`src/rtl/ifu_pkg.sv`:
```
// ============================================================================
// Module : ifu_pkg
// Brief  : Shared types and constants for the instruction fetch unit.
// Rev    : 1.0  initial release
// ============================================================================
`timescale 1ns/1ps
`default_nettype none

package ifu_pkg;

    localparam int INST_BYTES = 4;

    typedef enum logic [0:0] {
        IFU_STATE_RUN   = 1'b0,
        IFU_STATE_DRAIN = 1'b1
    } ifu_state_e;

    typedef struct packed {
        logic [31:0] pc;
        logic [31:0] inst;
    } fetch_entry_t;

endpackage

`default_nettype wire

```
`src/rtl/inst_fetch_unit_if.sv`:
```
// ============================================================================
// Module : ifu_mem_if / ifu_core_if
// Brief  : Instruction-memory bus and core-side fetch/redirect bus.
// Rev    : 1.0  initial release
// ============================================================================
`timescale 1ns/1ps
`default_nettype none

interface ifu_mem_if;
    logic        imem_req;
    logic [31:0] imem_addr;
    logic        imem_gnt;
    logic        imem_rvalid;
    logic [31:0] imem_rdata;

    modport master (output imem_req, imem_addr, input imem_gnt, imem_rvalid, imem_rdata);
    modport slave  (input imem_req, imem_addr, output imem_gnt, imem_rvalid, imem_rdata);
endinterface

interface ifu_core_if;
    logic        inst_valid;
    logic        inst_ready;
    logic [31:0] inst_pc;
    logic [31:0] inst_val;
    logic        redirect;
    logic [31:0] redirect_pc;

    modport master (output inst_valid, inst_pc, inst_val, input inst_ready, redirect, redirect_pc);
    modport slave  (input inst_valid, inst_pc, inst_val, output inst_ready, redirect, redirect_pc);
endinterface

`default_nettype wire

```
`src/rtl/ifu_fifo.sv`:
```
// ============================================================================
// Module : ifu_fifo
// Brief  : Synchronous prefetch FIFO of fetch entries with flush; pointers
//          carry an extra wrap bit to tell full from empty.
// Rev    : 1.0  initial release
// ============================================================================
`timescale 1ns/1ps
`default_nettype none

module ifu_fifo
    import ifu_pkg::*;
#(
    parameter int DEPTH = 4
) (
    input  wire logic                   clk,
    input  wire logic                   rst_n,
    input  wire logic                   push,
    input  wire fetch_entry_t           wr_data,
    input  wire logic                   pop,
    input  wire logic                   flush,
    output fetch_entry_t                rd_data,
    output logic                        empty,
    output logic [$clog2(DEPTH):0]      count
);

    localparam int c_addr_w = $clog2(DEPTH);

    logic [c_addr_w:0] r_wptr;
    logic [c_addr_w:0] r_rptr;
    fetch_entry_t      r_mem [DEPTH];
    logic              w_full;
    logic              w_push;
    logic              w_pop;

    assign empty   = (r_wptr == r_rptr);
    assign w_full  = (r_wptr[c_addr_w] != r_rptr[c_addr_w]) &&
                     (r_wptr[c_addr_w-1:0] == r_rptr[c_addr_w-1:0]);
    assign count   = r_wptr - r_rptr;
    assign rd_data = r_mem[r_rptr[c_addr_w-1:0]];
    assign w_push  = push & ~w_full & ~flush;
    assign w_pop   = pop & ~empty & ~flush;

    always_ff @(posedge clk or negedge rst_n) begin
        if (!rst_n) begin
            r_wptr <= '0;
            r_rptr <= '0;
        end else if (flush) begin
            r_wptr <= '0;
            r_rptr <= '0;
        end else begin
            if (w_push) r_wptr <= r_wptr + 1'b1;
            if (w_pop)  r_rptr <= r_rptr + 1'b1;
        end
    end

    always_ff @(posedge clk) begin
        if (w_push) r_mem[r_wptr[c_addr_w-1:0]] <= wr_data;
    end

endmodule

`default_nettype wire

```
`src/rtl/inst_fetch_unit.sv`:
```
// ============================================================================
// Module : inst_fetch_unit
// Brief  : Prefetching instruction fetch stage with redirect/drain handling.
//          Define IFU_BYPASS_EN to forward responses straight to the core
//          when the prefetch FIFO is empty.
// Rev    : 1.0  initial release
// ============================================================================
`timescale 1ns/1ps
`default_nettype none

module inst_fetch_unit
    import ifu_pkg::*;
#(
    parameter int          DEPTH    = 4,
    parameter logic [31:0] RESET_PC = 32'h0
) (
    input  wire logic   clk,
    input  wire logic   rst_n,
    ifu_mem_if.master   mem,
    ifu_core_if.master  core
);

    localparam int            c_cnt_w = $clog2(DEPTH) + 1;
    localparam logic [c_cnt_w:0] c_depth = (c_cnt_w + 1)'(DEPTH);

    ifu_state_e         r_state;
    ifu_state_e         w_state_next;
    logic [31:0]        r_fetch_pc;
    logic [31:0]        r_resp_pc;
    logic [c_cnt_w-1:0] r_outstanding;
    logic [c_cnt_w-1:0] r_drop;
    logic [c_cnt_w-1:0] w_out_next;
    logic [c_cnt_w-1:0] w_fifo_count;
    logic               w_fifo_empty;
    fetch_entry_t       w_head;
    fetch_entry_t       w_push_entry;
    logic               w_room;
    logic               w_grant;
    logic               w_accept;
    logic               w_push;
    logic               w_pop;
    logic [31:0]        w_redirect_pc;
    logic               w_unused_bits;

    // Budget covers both buffered words and words still in flight, so a push can never overflow.
    assign w_room        = ({1'b0, w_fifo_count} + {1'b0, r_outstanding}) < c_depth;
    assign mem.imem_req  = rst_n & (r_state == IFU_STATE_RUN) & w_room;
    assign mem.imem_addr = r_fetch_pc;

    assign w_grant       = mem.imem_req & mem.imem_gnt;
    assign w_out_next    = r_outstanding + {{(c_cnt_w-1){1'b0}}, w_grant}
                                         - {{(c_cnt_w-1){1'b0}}, mem.imem_rvalid};
    assign w_accept      = mem.imem_rvalid & (r_drop == '0);
    assign w_redirect_pc = {core.redirect_pc[31:2], 2'b00};
    assign w_unused_bits = &{1'b0, core.redirect_pc[1:0]};
    assign w_push_entry  = '{pc: r_resp_pc, inst: mem.imem_rdata};
    assign w_pop         = ~w_fifo_empty & core.inst_ready;

`ifdef IFU_BYPASS_EN
    logic w_bypass;
    assign w_bypass        = w_accept & w_fifo_empty & core.inst_ready;
    assign w_push          = w_accept & ~w_bypass & ~core.redirect;
    assign core.inst_valid = ~w_fifo_empty | w_bypass;
    assign core.inst_pc    = w_bypass ? r_resp_pc       : w_head.pc;
    assign core.inst_val   = w_bypass ? mem.imem_rdata  : w_head.inst;
`else
    assign w_push          = w_accept & ~core.redirect;
    assign core.inst_valid = ~w_fifo_empty;
    assign core.inst_pc    = w_head.pc;
    assign core.inst_val   = w_head.inst;
`endif

    ifu_fifo #(
        .DEPTH (DEPTH)
    ) u_fifo (
        .clk     (clk),
        .rst_n   (rst_n),
        .push    (w_push),
        .wr_data (w_push_entry),
        .pop     (w_pop),
        .flush   (core.redirect),
        .rd_data (w_head),
        .empty   (w_fifo_empty),
        .count   (w_fifo_count)
    );

    always_ff @(posedge clk or negedge rst_n) begin
        if (!rst_n) begin
            r_fetch_pc    <= RESET_PC;
            r_resp_pc     <= RESET_PC;
            r_outstanding <= '0;
            r_drop        <= '0;
        end else begin
            r_outstanding <= w_out_next;
            if (core.redirect) begin
                // Everything still in flight belongs to the abandoned stream.
                r_fetch_pc <= w_redirect_pc;
                r_resp_pc  <= w_redirect_pc;
                r_drop     <= w_out_next;
            end else begin
                if (w_grant)  r_fetch_pc <= r_fetch_pc + 32'(INST_BYTES);
                if (w_accept) r_resp_pc  <= r_resp_pc + 32'(INST_BYTES);
                if (mem.imem_rvalid && (r_drop != '0)) r_drop <= r_drop - 1'b1;
            end
        end
    end

    always_ff @(posedge clk or negedge rst_n) begin
        if (!rst_n) r_state <= IFU_STATE_RUN;
        else        r_state <= w_state_next;
    end

    always_comb begin
        w_state_next = r_state;
        case (r_state)
            IFU_STATE_RUN: begin
                if (core.redirect && (w_out_next != '0)) w_state_next = IFU_STATE_DRAIN;
            end
            IFU_STATE_DRAIN: begin
                if (!core.redirect && (w_out_next == '0)) w_state_next = IFU_STATE_RUN;
            end
            default: w_state_next = IFU_STATE_RUN;
        endcase
    end

endmodule

`default_nettype wire

```
`src/flat_wrapper.sv`:
```
// flat-port wrapper written by rule: the top's interface ports become plain ports
module inst_fetch_unit_flat import ifu_pkg::*;
#(
    parameter int          DEPTH    = 4,
    parameter logic [31:0] RESET_PC = 32'h0
)
  (clk, rst_n, mem_imem_req, mem_imem_addr, mem_imem_gnt, mem_imem_rvalid, mem_imem_rdata, core_inst_valid, core_inst_pc, core_inst_val, core_inst_ready, core_redirect, core_redirect_pc);
  ifu_mem_if mem_i ();
  ifu_core_if core_i ();
  input  wire logic clk;
  input  wire logic rst_n;
  output wire logic [$bits(mem_i.imem_req)-1:0] mem_imem_req;
  output wire logic [$bits(mem_i.imem_addr)-1:0] mem_imem_addr;
  input wire logic [$bits(mem_i.imem_gnt)-1:0] mem_imem_gnt;
  input wire logic [$bits(mem_i.imem_rvalid)-1:0] mem_imem_rvalid;
  input wire logic [$bits(mem_i.imem_rdata)-1:0] mem_imem_rdata;
  output wire logic [$bits(core_i.inst_valid)-1:0] core_inst_valid;
  output wire logic [$bits(core_i.inst_pc)-1:0] core_inst_pc;
  output wire logic [$bits(core_i.inst_val)-1:0] core_inst_val;
  input wire logic [$bits(core_i.inst_ready)-1:0] core_inst_ready;
  input wire logic [$bits(core_i.redirect)-1:0] core_redirect;
  input wire logic [$bits(core_i.redirect_pc)-1:0] core_redirect_pc;
  assign mem_imem_req = mem_i.imem_req;
  assign mem_imem_addr = mem_i.imem_addr;
  assign mem_i.imem_gnt = mem_imem_gnt;
  assign mem_i.imem_rvalid = mem_imem_rvalid;
  assign mem_i.imem_rdata = mem_imem_rdata;
  assign core_inst_valid = core_i.inst_valid;
  assign core_inst_pc = core_i.inst_pc;
  assign core_inst_val = core_i.inst_val;
  assign core_i.inst_ready = core_inst_ready;
  assign core_i.redirect = core_redirect;
  assign core_i.redirect_pc = core_redirect_pc;
  inst_fetch_unit #(.DEPTH(DEPTH), .RESET_PC(RESET_PC)) u_core (.clk(clk), .rst_n(rst_n), .mem(mem_i), .core(core_i));
endmodule
```
`config.mk`:
```
export PLATFORM = sky130hd
export DESIGN_NAME = inst_fetch_unit_flat
export DESIGN_NICKNAME = d
export VERILOG_FILES = /design/src/rtl/ifu_pkg.sv /design/src/rtl/inst_fetch_unit_if.sv /design/src/rtl/ifu_fifo.sv /design/src/rtl/inst_fetch_unit.sv /design/src/flat_wrapper.sv
export SDC_FILE = /design/constraint.sdc
export NUM_CORES = 1
export LEC_CHECK = 0
export ABC_AREA = 1
export CAP_MARGIN = 0
export CELL_PAD_IN_SITES_DETAIL_PLACEMENT = 0
export CELL_PAD_IN_SITES_GLOBAL_PLACEMENT = 2
export CORE_MARGIN = 2
export CORE_UTILIZATION = 37
export DETAILED_ROUTE_END_ITERATION = 8
export PLACE_DENSITY_LB_ADDON = 0.2
export SLEW_MARGIN = 20
export SYNTH_ARGS = -nofsm -noshare
export SYNTH_HDL_FRONTEND = slang
export SYNTH_HIERARCHICAL = 1
export SYNTH_SLANG_ARGS = --single-unit
```
`constraint.sdc`:
```
create_clock -name clk -period 5.8 [get_ports clk]
set_input_delay 0.58 -clock clk [delete_from_list [all_inputs] [get_ports clk]]
set_output_delay 0.58 -clock clk [all_outputs]
set_load 0.01 [all_outputs]
```
* Yosys cells after proc, flatten, opt, wreduce, memory -nomap -nowiden
Memory sizes are Yosys's and may differ from the RTL's.
Cells that the tools add are included.
W data, S select, Z words.
** Cells by class
- Add/subtract/negate cells :: 9
- Order comparisons :: 1
- Eq/ne operators :: 3
- Muxes and demuxes :: 15
- Bitwise operators :: 14
- Reduce and logical (&&, ||, !) cells :: 14
** Operator list (number)
- $mux W32 :: 4
- $add A32 B3 Y32 const B :: 2
- $mux W3 :: 6
- $and A1 B1 Y1 :: 10
- $reduce_bool A2 Y1 :: 5
- $add A3 B1 Y3 const B :: 2
- $logic_not A3 Y1 :: 2
- $reduce_bool A3 Y1 :: 2
- $add A3 B3 Y4 :: 1
- $logic_and A1 B1 Y1 :: 4
- $lt A4 B3 Y1 const B :: 1
- $mux W1 :: 4
- $not A1 Y1 :: 4
- $add A3 B1 Y3 :: 1
- $eq A3 B3 Y1 :: 1
- $sub A3 B1 Y3 :: 1
- $sub A3 B1 Y3 const B :: 1
- $sub A3 B3 Y3 :: 1
- $eq A2 B2 Y1 :: 1
- $pmux W1 S2 :: 1
- $logic_not A1 Y1 :: 1
- $ne A1 B1 Y1 :: 1
** Storage, ports and cells
- Register bits after elaboration :: 77
- Bits in writable memories :: 256
- Input bits :: 70
- Output and inout bits :: 98
- Logic and storage cells :: 64
- Memories kept :: 1
** Memory list
- u_core.u_fifo.r_mem :: depth 4, bits a word 64, read ports 1, clocked after memory_dff 0, write ports 1, RTL line ifu_fifo.sv:30 : fetch_entry_t r_mem [DEPTH];

* Depth between registers and ports, before layout
Gate-level depths: netlist of run 1.
- Depth in word-level cells :: 11
- Gate-level depth with buffers :: 20
- Gate-level depth less buffers :: 20

* By module
Netlist of run 1, hierarchy kept.
** Modules (own cells, without submodules)
- ifu_fifo :: times used 1, cells each 689, area each 9988.3 µm², seq. area each 7837.5 µm²
- inst_fetch_unit :: times used 1, cells each 715, area each 4805.9 µm², seq. area each 1676.6 µm²

* Worst setup path before layout of run 1
Ideal clock, no wire load.
- Kind :: register -> register
- Start :: reg u_core.u_fifo.r_rptr[1]
- End :: mem u_core/u_fifo/r_mem[0][0] (netlist name) (enable)
- Setup time :: 0.486 ns
- Arrival :: 4.052 ns
- Required time :: 5.314 ns
- Slack :: 1.262 ns
- Stages on the path, launching flop included :: 10
- Buffers on the path :: 2
- Clock period less this slack :: 4.538 ns
- Cell sequence :: dfrtp_1 -> inv_2 -> buf_4 -> buf_2 -> ha_1 -> nand2_1 -> inv_1 -> nand3_1 -> nand3_1 -> nor2_1
** Between the ends
- Cells in the longest elaborated chain, start to end :: 7
** Ends and longest elaborated chain
- from (decl) :: RTL line ifu_fifo.sv:29 : logic [c_addr_w:0] r_rptr;
- from (signal assigned) :: RTL line ifu_fifo.sv:52 : if (w_pop) r_rptr <= r_rptr + 1'b1;
- $eq A2 B2 Y1 :: RTL line ifu_fifo.sv:37 : (r_wptr[c_addr_w-1:0] == r_rptr[c_addr_w-1:0]);
- $logic_and A1 B1 Y1 :: RTL line ifu_fifo.sv:36 : assign w_full = (r_wptr[c_addr_w] != r_rptr[c_addr_w]) &&
- $not A1 Y1 :: RTL line ifu_fifo.sv:40 : assign w_push = push & ~w_full & ~flush;
- $and A1 B1 Y1 (2 in series) :: RTL line ifu_fifo.sv:40
- $mux W1 :: RTL line ifu_fifo.sv:57 : if (w_push) r_mem[r_wptr[c_addr_w-1:0]] <= wr_data;
- $mux W1 (implied by the code) :: RTL line ifu_fifo.sv:57
- to (decl) :: RTL line ifu_fifo.sv:30
No other way between the ends.

* Final worst setup path of run 1
- Start :: reg u_core.u_fifo.r_rptr[0]
- End :: out core_inst_val[17]
** Between the ends
- Cells in the longest elaborated chain, start to end :: 1
** Ends and longest elaborated chain
- $mem_v2 Z4 W64
- to (decl) :: RTL line flat_wrapper.sv:19 : output wire logic [$bits(core_i.inst_val)-1:0] core_inst_val;
No other way between the ends.

==> results_dict.tcl, run 1 <==
set metrics [dict create \
    fp.coreArea_um2 39600 \
    period_share_pct 70.7 \
    synth_edf_count 256 \
    initial_core_util_pct 37.3 \
    design.portCount 168 \
    worst_path_largest_cell_delay_ns 0.82 \
    design.final.nets 1650 \
    fillCellCount 3769 \
    layout-area-overhead-vs-synth_pct 22.2 \
    timing.critical_path.slowest_stage_cell "sky130_fd_sc_hd__inv_4" \
    min_path_type "in2async" \
    clk_root_buffer_cell "sky130_fd_sc_hd__clkbuf_16" \
    peakVddDrop_mv 0.152 \
    synth_top_flop_cell "sky130_fd_sc_hd__edfxtp_1" \
    viasPerCell 4.98 \
    dpl-instance-area_um2 16900 \
    cts_resized 0 \
    numPlacedInstances 2050 \
    fp.dieArea_um2 41600 \
    synth_async_sr_flop_share_pct 22.2 \
    grt_pass1_wl_um 59700 \
    yosysMostFrequentCell "sky130_fd_sc_hd__edfxtp_1" \
    report.final.setup_viol 0 \
    wl_um 38600 \
    hold_viol_final 0 \
    post_synth.cell_area_avg_um2 10.5 \
    drcViolationCount 0 \
    grt_max_degree 98 \
    route.detailed.wl_per_inst_um 18.2 \
    synth.yosys.seq_area_share_pct 64.3 \
    number_of_setup_buffers_added_after_cts 0 \
    dp_worst_setup_slack_ns 1.74 \
    post_synth_instance_area_um2 14800 \
    finalWorstSetupSlack_ns 1.70 \
    grt.total_usage_pct 18.5 \
    rsz0062_at_grt "false" \
    critical_path.reg2reg.endpoint "u_core/r_state" \
    highest_attainable_clock_frequency_ghz 0.244 \
    insertion_delay_ns 0.52 \
    path_max_fanout 97 \
    rows 73 \
    drive_gt1_share_pct 7.10 \
    timing.critical_path.arrival_ns 3.52 \
    cts_tree "built" \
    startpoint_type_of_the_worst_setup_path "register" \
    max_slew_margin_pct 28.6 \
    rr_worst_depth 18 \
    synth_top_cells_by_area "sky130_fd_sc_hd__edfxtp_1 (52%), sky130_fd_sc_hd__dfrtp_1 (12%), sky130_fd_sc_hd__nand2_1 (5.8%), sky130_fd_sc_hd__nor2_1 (5.7%), sky130_fd_sc_hd__o21ai_0 (3.7%)" \
    fin_area_um2 18100 \
    worst_setup_path_end_kind "output pin" \
    place_congestion 0.789 \
    min_period_ns 4.10 \
    die_width_um 204 \
    synth.ff_latch_count 329 \
    timing.final.max_slew_violations 0 \
    gr-total-overflow 0 \
    htreeDepth 2 \
    status "complete, no violations" \
    hold-worst-slack_ns 0.0365 \
    postCtsHoldBufs 0 \
    input_output_buffers 163 \
    netlist.top_cell.by_area "sky130_fd_sc_hd__edfxtp_1" \
    cts.path.max_buffers 3 \
    fin_tns_setup_ns 0 \
    number_of_antenna_violations_at_the_first_check_in_global_routing 0 \
    worstPathCellList "inv_4 -> buf_4 -> o21ai_0 -> o22ai_1 -> clkdlybuf4s50_1" \
    power.static_leakage_nw 6.70 \
    cp.required_ns 5.22 \
    reg2reg_setup_slack_ns 1.77 \
    layout.cells.non_filler 2117 \
    numCtsBuffers 36 \
    post-layout-total-power_mw 5.86 \
    ys.warnings.count 6 \
    powerDensity_nw_per_um2 324 \
    post-route-util_pct 45.6 \
    detailedRoute.firstPassIterationCount 4 \
    r2r-start "u_core/u_fifo/r_rptr[0]" \
    postSynthCellCount 1404 \
    yosysTopAreaCellShare_pct 52.0 \
    criticalPathCategory "reg2out" \
    detailed_placer_s_ending_hpwl_um 23800 \
    cts.reportedPaths.clkPinSlew_ns 0.06 \
    vias 10540 \
    synth.top_cells.by_count "sky130_fd_sc_hd__edfxtp_1 (256), sky130_fd_sc_hd__nand2_1 (227), sky130_fd_sc_hd__nor2_1 (223)" \
    first_global_vias 10504 \
    clock-skew-final_ns 0.0186 \
    synth.lib_cells_used.distinct 40 \
    max_slew.worst_pin.slew_ns 1.07 \
    detail-route-antenna-nets 0 \
    cap_viol_max_count 0 \
    initialDrtViolationCount 620 \
    clkSinkCount 329 \
    die_y_um 204 \
]
==> sequential cells by signal, summed over array words and instances, names as in the netlist <==
name	count
u_core/r_resp_pc	30
u_core/mem.imem_addr	30
u_core/r_outstanding	3
u_core/u_fifo/r_wptr	3
u_core/u_fifo/r_mem	256
u_core/r_state	1
u_core/r_drop	3
u_core/u_fifo/r_rptr	3
==> routing by layer <==
metal / GRT usage (%) / wire length (um)
met5: 0 / 0
met4: 4.01 / 534
met2: 31.4 / 18100
met1: 25.1 / 18200
met3: 3.00 / 1740
==> how the worst max path moves through the flow <==
stage / startpoint / end / slack (ns) / depth (start not counted)
3_3_place_gp: u_core/u_fifo/r_rptr[0] / u_core/r_state / 1.73 / 19
4_1_cts: u_core/u_fifo/r_rptr[0] / core_inst_val[17] / 1.60 / 5
6_report: u_core/u_fifo/r_rptr[0] / core_inst_val[17] / 1.70 / 5
3_5_place_dp: u_core/u_fifo/r_rptr[0] / u_core/r_state / 1.74 / 19
2_1_floorplan: u_core/u_fifo/r_rptr[1] / u_core/u_fifo/r_mem[0][0] / 1.26 / 9
5_1_grt: u_core/u_fifo/r_rptr[0] / u_core/r_state / 1.38 / 19
==> cell type report <==
class,instances,area (um2),area share [%]
Sequential cell,329,9520,52.6
Antenna cell,1,2.50,0.0138
Multi-Input combinational cell,921,4570,25.3
Clock inverter,20,230,1.27
Tap cell,525,657,3.63
Inverter,100,378,2.09
Clock buffer,46,970,5.36
Timing Repair Buffer,175,1750,9.69
==> critical path, delay by kind of cell (launching register included) <==
| kind | cells | cell delay [ns] |
|---|---|---|
| compound gates | 2 | 0.34 |
| buf+inv | 3 | 1.88 |
| flops | 1 | 0.70 |
==> placed cells by master, fill, tap and decap left out, drive strengths merged <==
cell	Yosys	final
nand4	17	17
buf	44	14
nand3b	2	2
ha	15	15
nor2	244	244
o21ai	158	158
o211ai	11	11
a31oi	5	5
fa	2	2
o311ai	1	1
edfxtp	256	256
a21oi	18	18
xor2	12	12
conb	1	10
diode	0	1
o22ai	66	66
and2	5	5
clkinv	2	13
a21boi	1	1
o221ai	1	1
inv	98	100
nand2	239	239
nor3	6	6
dfrtp	73	73
clkinvlp	0	2
nand3	98	98
clkbuf	19	46
o21bai	7	7
xnor2	3	3
bufinv	0	5
clkdlybuf4s50	0	161
==> kinds of logic (layout without fill, tap and decap cells) <==
group | Yosys count | in the layout | share of synthesized area (%)
buffers and inverters | 163 | 341 | 5.20
other | 1 | 11 | 0.0253
XOR/XNOR | 15 | 15 | 0.888
AO/OA/AOI/OAI | 268 | 268 | 10.1
adder cells (fa/ha/maj) | 17 | 17 | 1.54
flip-flops | 329 | 329 | 64.3
AND/OR/NAND/NOR | 611 | 611 | 18.0
==> where the power goes <==
part / switching [mW] / internal (mW) / total [mW]
clock: 0.909 / 1.41 / 2.32
sequential: 0.181 / 2.71 / 2.89
combinational: 0.370 / 0.279 / 0.649
total: 1.46 / 4.39 / 5.86
No activity file was read; power rests on OpenSTA's default activity.
==> run 2: changes to the inputs <==
==> constraint.sdc (replaced) <==
create_clock -name clk -period 4.2 [get_ports clk]
set_input_delay 0.42 -clock clk [delete_from_list [all_inputs] [get_ports clk]]
set_output_delay 0.42 -clock clk [all_outputs]
set_load 0.01 [all_outputs]
==> run 2 against run 1 <==
  * Combinational power rose by 39%
  * Clock power rose by 41%
  * Critical path depth did not move
  * Clock skew fell by 0.0015 ns
  * Power rose by 40%
  * Largest cell class unchanged
  * Non-clock buffer count rose by 7
==> results_dict.tcl, run 2 (synthesized netlist as in run 1, its figures left out) <==
set metrics [dict create \
    wl_um 38100 \
    viasPerCell 4.97 \
    design.portCount 168 \
    numCtsBuffers 38 \
    path_max_fanout 105 \
    r2r-start "u_core/u_fifo/r_wptr[0]" \
    cp.required_ns 3.78 \
    met3_usage_pct 2.79 \
    rows 73 \
    initial_core_util_pct 37.3 \
    mostFrequentLayoutCells "sky130_fd_sc_hd__edfxtp_1 (256), sky130_fd_sc_hd__nand2_1 (227), sky130_fd_sc_hd__nor2_1 (219)" \
    timing.critical_path.arrival_ns 3.27 \
    grt_use_met2_pct 30.4 \
    insertedDiodeCount 0 \
    gr-total-overflow 0 \
    max_slew_margin_pct 29.4 \
    fp.dieArea_um2 41600 \
    powerDensity_nw_per_um2 448 \
    family_with_the_most_delay_on_the_worst_path "buffers and inverters" \
    min_period_ns 3.69 \
    pwr-share-seq_pct 48.8 \
    largest_reg_flops 256 \
    number_of_setup_buffers_added_after_cts 0 \
    min_path_type "in2async" \
    hold_viol_final 0 \
    grt_pass1_wl_um 59000 \
    detailedRoute.firstPassIterationCount 5 \
    report.final.setup_viol 0 \
    input_output_buffers 163 \
    combinationalPowerShare_pct 11.0 \
    worstPathCellList "buf_4 -> buf_4 -> o21ai_0 -> o22ai_1 -> clkdlybuf4s50_1" \
    drive_gt1_share_pct 7.74 \
    clkSinkCount 329 \
    mostFrequentLayoutCell "sky130_fd_sc_hd__edfxtp_1" \
    drcViolationCount 0 \
    vias 10577 \
    first_global_vias 10456 \
    initialDrtViolationCount 608 \
    peakVddDrop_mv 0.266 \
    period_share_pct 88.0 \
    criticalPathCategory "reg2out" \
    switchingPower_mw 2.02 \
    power.static_leakage_nw 6.79 \
    route.detailed.wl_per_inst_um 17.9 \
    cts_tree "built" \
    cap_viol_max_count 0 \
    startpoint_type_of_the_worst_setup_path "register" \
    design.final.nets 1659 \
    clk_root_buffer_cell "sky130_fd_sc_hd__clkbuf_16" \
    dp_worst_setup_slack_ns 0.507 \
    grt_max_degree 106 \
    finalWorstSetupSlack_ns 0.505 \
    hold-worst-slack_ns 0.337 \
    grt_use_met1_pct 25.2 \
    number_of_antenna_violations_at_the_first_check_in_global_routing 0 \
    power.switching_fraction_pct 24.8 \
    die_y_um 204 \
    max_slew.worst_pin.slew_ns 1.06 \
    post-route-util_pct 46.0 \
    status "complete, no violations" \
    layout-area-overhead-vs-synth_pct 23.3 \
    worst-path-buf-inv 3 \
    crit_start "u_core/u_fifo/r_rptr[0]" \
    grt.total_usage_pct 18.3 \
    clock-skew-final_ns 0.0171 \
    rsz0062_at_grt "false" \
    fp.coreArea_um2 39600 \
    internal_power_mw 6.14 \
    timing.critical_path.slowest_stage_cell "sky130_fd_sc_hd__buf_4" \
    critical_path.most_common_cell "sky130_fd_sc_hd__buf_4" \
    detailed_placer_s_ending_hpwl_um 24100 \
    grt_most_used_layer "met2" \
    htreeDepth 2 \
    insertion_delay_ns 0.53 \
    highest_attainable_clock_frequency_ghz 0.271 \
    clock_share_of_power_pct 40.2 \
    worst_setup_path_end_kind "output pin" \
    cts.reportedPaths.clkPinSlew_ns 0.05 \
    place_congestion 0.820 \
    cts.path.max_buffers 3 \
    detail-route-antenna-nets 0 \
    timing.final.max_slew_violations 0 \
    die_width_um 204 \
    worst_path_largest_cell_delay_ns 0.86 \
]
## run 2: area by class of cell
cell class	count	area (um2)
Tap cell	525	657
Inverter	100	378
Timing Repair Buffer	182	1860
Multi-Input combinational cell	921	4570
Fill cell	3732	21400
Sequential cell	329	9520
Clock buffer	47	1050
Clock inverter	23	211
## run 2: repair_timing
item	4_1_cts	5_1_grt
hold buffers	1	0
hold endpoints to repair	22	0
setup endpoints to repair	0	0
resized for setup	0	0
## run 2: layer usage
layer | vias to the layer above | part of all wire, % | routed length [um]
met4 | 0 | 1.6 | 614
met2 | 246 | 47 | 17800
met3 | 41 | 4.7 | 1790
met5 | - | 0 | 0
li1 | 5207 | - | -
met1 | 5083 | 47 | 17800
## run 2: worst register-to-register path, cell delays in order, from the launching register on
cell                      delay, ns
sky130_fd_sc_hd__dfrtp_1       0.41
sky130_fd_sc_hd__inv_1         0.15
sky130_fd_sc_hd__ha_1          0.17
sky130_fd_sc_hd__inv_1         0.05
sky130_fd_sc_hd__fa_1          0.37
sky130_fd_sc_hd__xor2_1        0.18
sky130_fd_sc_hd__ha_1          0.27
sky130_fd_sc_hd__inv_1         0.06
sky130_fd_sc_hd__nand2_2       0.08
sky130_fd_sc_hd__nor2_8        0.24
sky130_fd_sc_hd__nand2_4       0.15
sky130_fd_sc_hd__ha_1          0.31
sky130_fd_sc_hd__inv_1         0.05
sky130_fd_sc_hd__ha_1          0.14
sky130_fd_sc_hd__inv_1         0.05
sky130_fd_sc_hd__fa_1          0.47
sky130_fd_sc_hd__inv_1         0.07
sky130_fd_sc_hd__nor2_1        0.09
sky130_fd_sc_hd__o21ai_0       0.08
sky130_fd_sc_hd__o22ai_1       0.15
sky130_fd_sc_hd__inv_1         0.06
## run 2: power by group through the flow
stage	Sequential [mW]	Combinational [mW]	Clock (mW)
floorplan	3.98	0.525	0
global placement	4.04	0.895	0
detailed placement	4.05	0.909	0
CTS	3.99	0.916	3.37
global route	4.02	1.02	3.50
finish	3.98	0.900	3.28
## run 2: final timing paths
path | slack [ns] | end | depth (start not counted)
max in group asynchronous | 2.78 | u_core/r_resp_pc[5] | 3
hold reg to reg | 0.51 | u_core/r_state | 2
setup reg to reg | 0.51 | u_core/r_state | 20
setup / recovery | 0.51 | core_inst_pc[23] | 5
hold / removal | 0.34 | u_core/r_drop[2] | 2
min in group clk | 0.51 | u_core/r_state | 2
## run 2: through the flow
stage / setup TNS [ns] / total power [mW] / cells / instance area (um2)
floorplan: -86.59 / 4.51 / 1413 / 14800
global placement: 0 / 4.94 / 2056 / 17000
detailed placement: 0 / 4.96 / 2056 / 17000
CTS: 0 / 8.27 / 2127 / 18200
global route: 0 / 8.54 / 2127 / 18200
finish: 0 / 8.17 / 2127 / 18200
==> run 3: changes to the inputs <==
--- a/config.mk
+++ b/config.mk
@@ -12,7 +12,9 @@
 export CORE_MARGIN = 2
 export CORE_UTILIZATION = 37
 export DETAILED_ROUTE_END_ITERATION = 8
+export HOLD_SLACK_MARGIN = 0.05
 export PLACE_DENSITY_LB_ADDON = 0.2
+export REMOVE_ABC_BUFFERS = 1
 export SLEW_MARGIN = 20
 export SYNTH_ARGS = -nofsm -noshare
 export SYNTH_HDL_FRONTEND = slang
==> run 3 against run 2 <==
  * Power down 1.5%
  * Critical path type unchanged
  * Register-to-register slack better by 0.04 ns
  * Clock skew down 0.0032 ns
  * Sequential power about the same
  * Critical path depth unchanged
  * Hold slack worse by 0.047 ns
  * Clock power down 4%
  * First-iteration DRC count up 0.82%
  * Die area unchanged
  * Sequential cell count unchanged
==> results_dict.tcl, run 3 (synthesized netlist as in run 1, its figures left out) <==
set metrics [dict create \
    worst_setup_path_end_kind "output pin" \
    cts.path.max_buffers 3 \
    die_width_um 204 \
    initialDrtViolationCount 613 \
    clock-skew-final_ns 0.0140 \
    rsz0062_at_grt "false" \
    post-layout-total-power_mw 8.05 \
    cap_viol_max_count 0 \
    die_y_um 204 \
    design.portCount 168 \
    cp.required_ns 3.78 \
    htreeDepth 2 \
    r2r-start "u_core/u_fifo/r_wptr[0]" \
    rows 73 \
    internal_power_mw 6.02 \
    status "complete, no violations" \
    worst-path-buf-inv 3 \
    viasPerCell 4.92 \
    input_output_buffers 163 \
    route.detailed.wl_per_inst_um 18.0 \
    mostFrequentLayoutCells "sky130_fd_sc_hd__edfxtp_1 (256), sky130_fd_sc_hd__nand2_1 (227), sky130_fd_sc_hd__nor2_1 (219)" \
    worstPathCellList "buf_4 -> buf_4 -> o21ai_0 -> o22ai_1 -> clkdlybuf4s50_1" \
    hold-worst-slack_ns 0.290 \
    criticalPathCategory "reg2out" \
    insertedDiodeCount 0 \
    power.static_leakage_nw 6.76 \
    mostFrequentLayoutCell "sky130_fd_sc_hd__edfxtp_1" \
    period_share_pct 89.7 \
    max_slew_margin_pct 40.0 \
    detailed_placer_s_ending_hpwl_um 23700 \
    family_with_the_most_delay_on_the_worst_path "buffers and inverters" \
    fin_tns_setup_ns 0 \
    grt_pass1_wl_um 59600 \
    clock_share_of_power_pct 39.3 \
    number_of_antenna_violations_at_the_first_check_in_global_routing 0 \
    timing.critical_path.slowest_stage_cell "sky130_fd_sc_hd__buf_4" \
    drcViolationCount 0 \
    fp.dieArea_um2 41600 \
    pwr-share-seq_pct 49.5 \
    detail-route-antenna-nets 0 \
    place_congestion 0.784 \
    path_max_fanout 70 \
    grt_max_degree 73 \
    vias 10455 \
    fp.coreArea_um2 39600 \
    combinationalPowerShare_pct 11.2 \
    power.switching_fraction_pct 25.1 \
    grt.total_usage_pct 18.6 \
    startpoint_type_of_the_worst_setup_path "register" \
    wl_um 38200 \
    gr-total-overflow 0 \
    report.final.setup_viol 0 \
    initial_core_util_pct 37.3 \
    peakVddDrop_mv 0.246 \
    layout-area-overhead-vs-synth_pct 22.9 \
    clk_root_buffer_cell "sky130_fd_sc_hd__clkbuf_16" \
    number_of_setup_buffers_added_after_cts 0 \
    worst_path_largest_cell_delay_ns 0.67 \
    switchingPower_mw 2.02 \
    numCtsBuffers 37 \
    design.final.nets 1659 \
    dpl-instance-area_um2 17000 \
    first_global_vias 10331 \
    highest_attainable_clock_frequency_ghz 0.266 \
    timing.critical_path.arrival_ns 3.35 \
    post-route-util_pct 45.9 \
    min_period_ns 3.77 \
    powerDensity_nw_per_um2 443 \
    clkSinkCount 329 \
    min_path_type "in2async" \
    hold_viol_final 0 \
    cts_tree "built" \
    crit_start "u_core/u_fifo/r_rptr[0]" \
    detailedRoute.firstPassIterationCount 5 \
    fin_area_um2 18200 \
    timing.final.max_slew_violations 0 \
    critical_path.most_common_cell "sky130_fd_sc_hd__buf_4" \
    cts.reportedPaths.clkPinSlew_ns 0.06 \
    insertion_delay_ns 0.52 \
    max_slew.worst_pin.slew_ns 0.900 \
    largest_reg_flops 256 \
    drive_gt1_share_pct 7.57 \
]
## run 3: changes by cell type in the layout (fill, tap and decap cells not counted), sizes merged
cell,before,now
bufinv,4,3
buf,20,21
clkinv,19,14
inv,98,99
## run 3: area by class of cell
cell class | instances | area [um2]
clock inverter | 18 | 171
sequential | 329 | 9520
clock buffer | 47 | 1020
timing repair buffer | 183 | 1860
tap | 525 | 657
inverter | 100 | 378
fill | 3781 | 21500
multi-input combinational | 921 | 4570
## run 3: timing repair
item,in CTS,in global routing
setup endpoints to repair,0,0
hold endpoints to repair,12,0
gates resized for setup,0,0
hold buffers,1,0
## run 3: worst paths after layout
kind,end,slack (ns),cells past startpoint
min reg2reg,u_core/r_state,0.51,2
max reg2reg,u_core/r_state,0.55,20
max,core_inst_pc[30],0.43,5
min,u_core/r_drop[1],0.29,2
max in group asynchronous,u_core/mem.imem_addr[24],2.73,3
min in group clk,u_core/r_resp_pc[15],0.43,3
## run 3: power groups by stage
stage | clock (mW) | combinational [mW] | sequential (mW)
after floorplan | 0 | 0.503 | 3.98
after global placement | 0 | 0.901 | 4.05
after detailed placement | 0 | 0.913 | 4.05
after CTS | 3.26 | 0.919 | 3.99
after global routing | 3.38 | 1.03 | 4.02
final | 3.16 | 0.903 | 3.98
## run 3: worst register-to-register path, delay by kind of cell (launching register included)
kind	cells	cell delay, ns
AOI/OAI and AO/OA	2	0.22
DFF	1	0.41
xor gates and xnor gates	1	0.18
adders and majority gates	6	1.71
and+or+nand+nor	4	0.52
buffers and inverters	7	0.49
## run 3: metal layers
| layer | wire length, um | part of all wire (%) | GRT usage [%] | vias to the layer above |
|---|---|---|---|---|
| met4 | 554 | 1.4 | 4.01 | 0 |
| met2 | 17800 | 47 | 30.4 | 218 |
| li1 | - | - | - | 5205 |
| met3 | 1690 | 4.4 | 2.93 | 42 |
| met5 | 0 | 0 | 0 | - |
| met1 | 18200 | 48 | 26.2 | 4990 |
## run 3: stage by stage
| stage | cells | worst slack [ns] |
|---|---|---|
| detailed placement | 2057 | 0.545 |
| global placement | 2057 | 0.597 |
| global route | 2123 | 0.198 |
| finish | 2123 | 0.434 |
| CTS | 2123 | 0.373 |
| floorplan | 1350 | -1.94 |
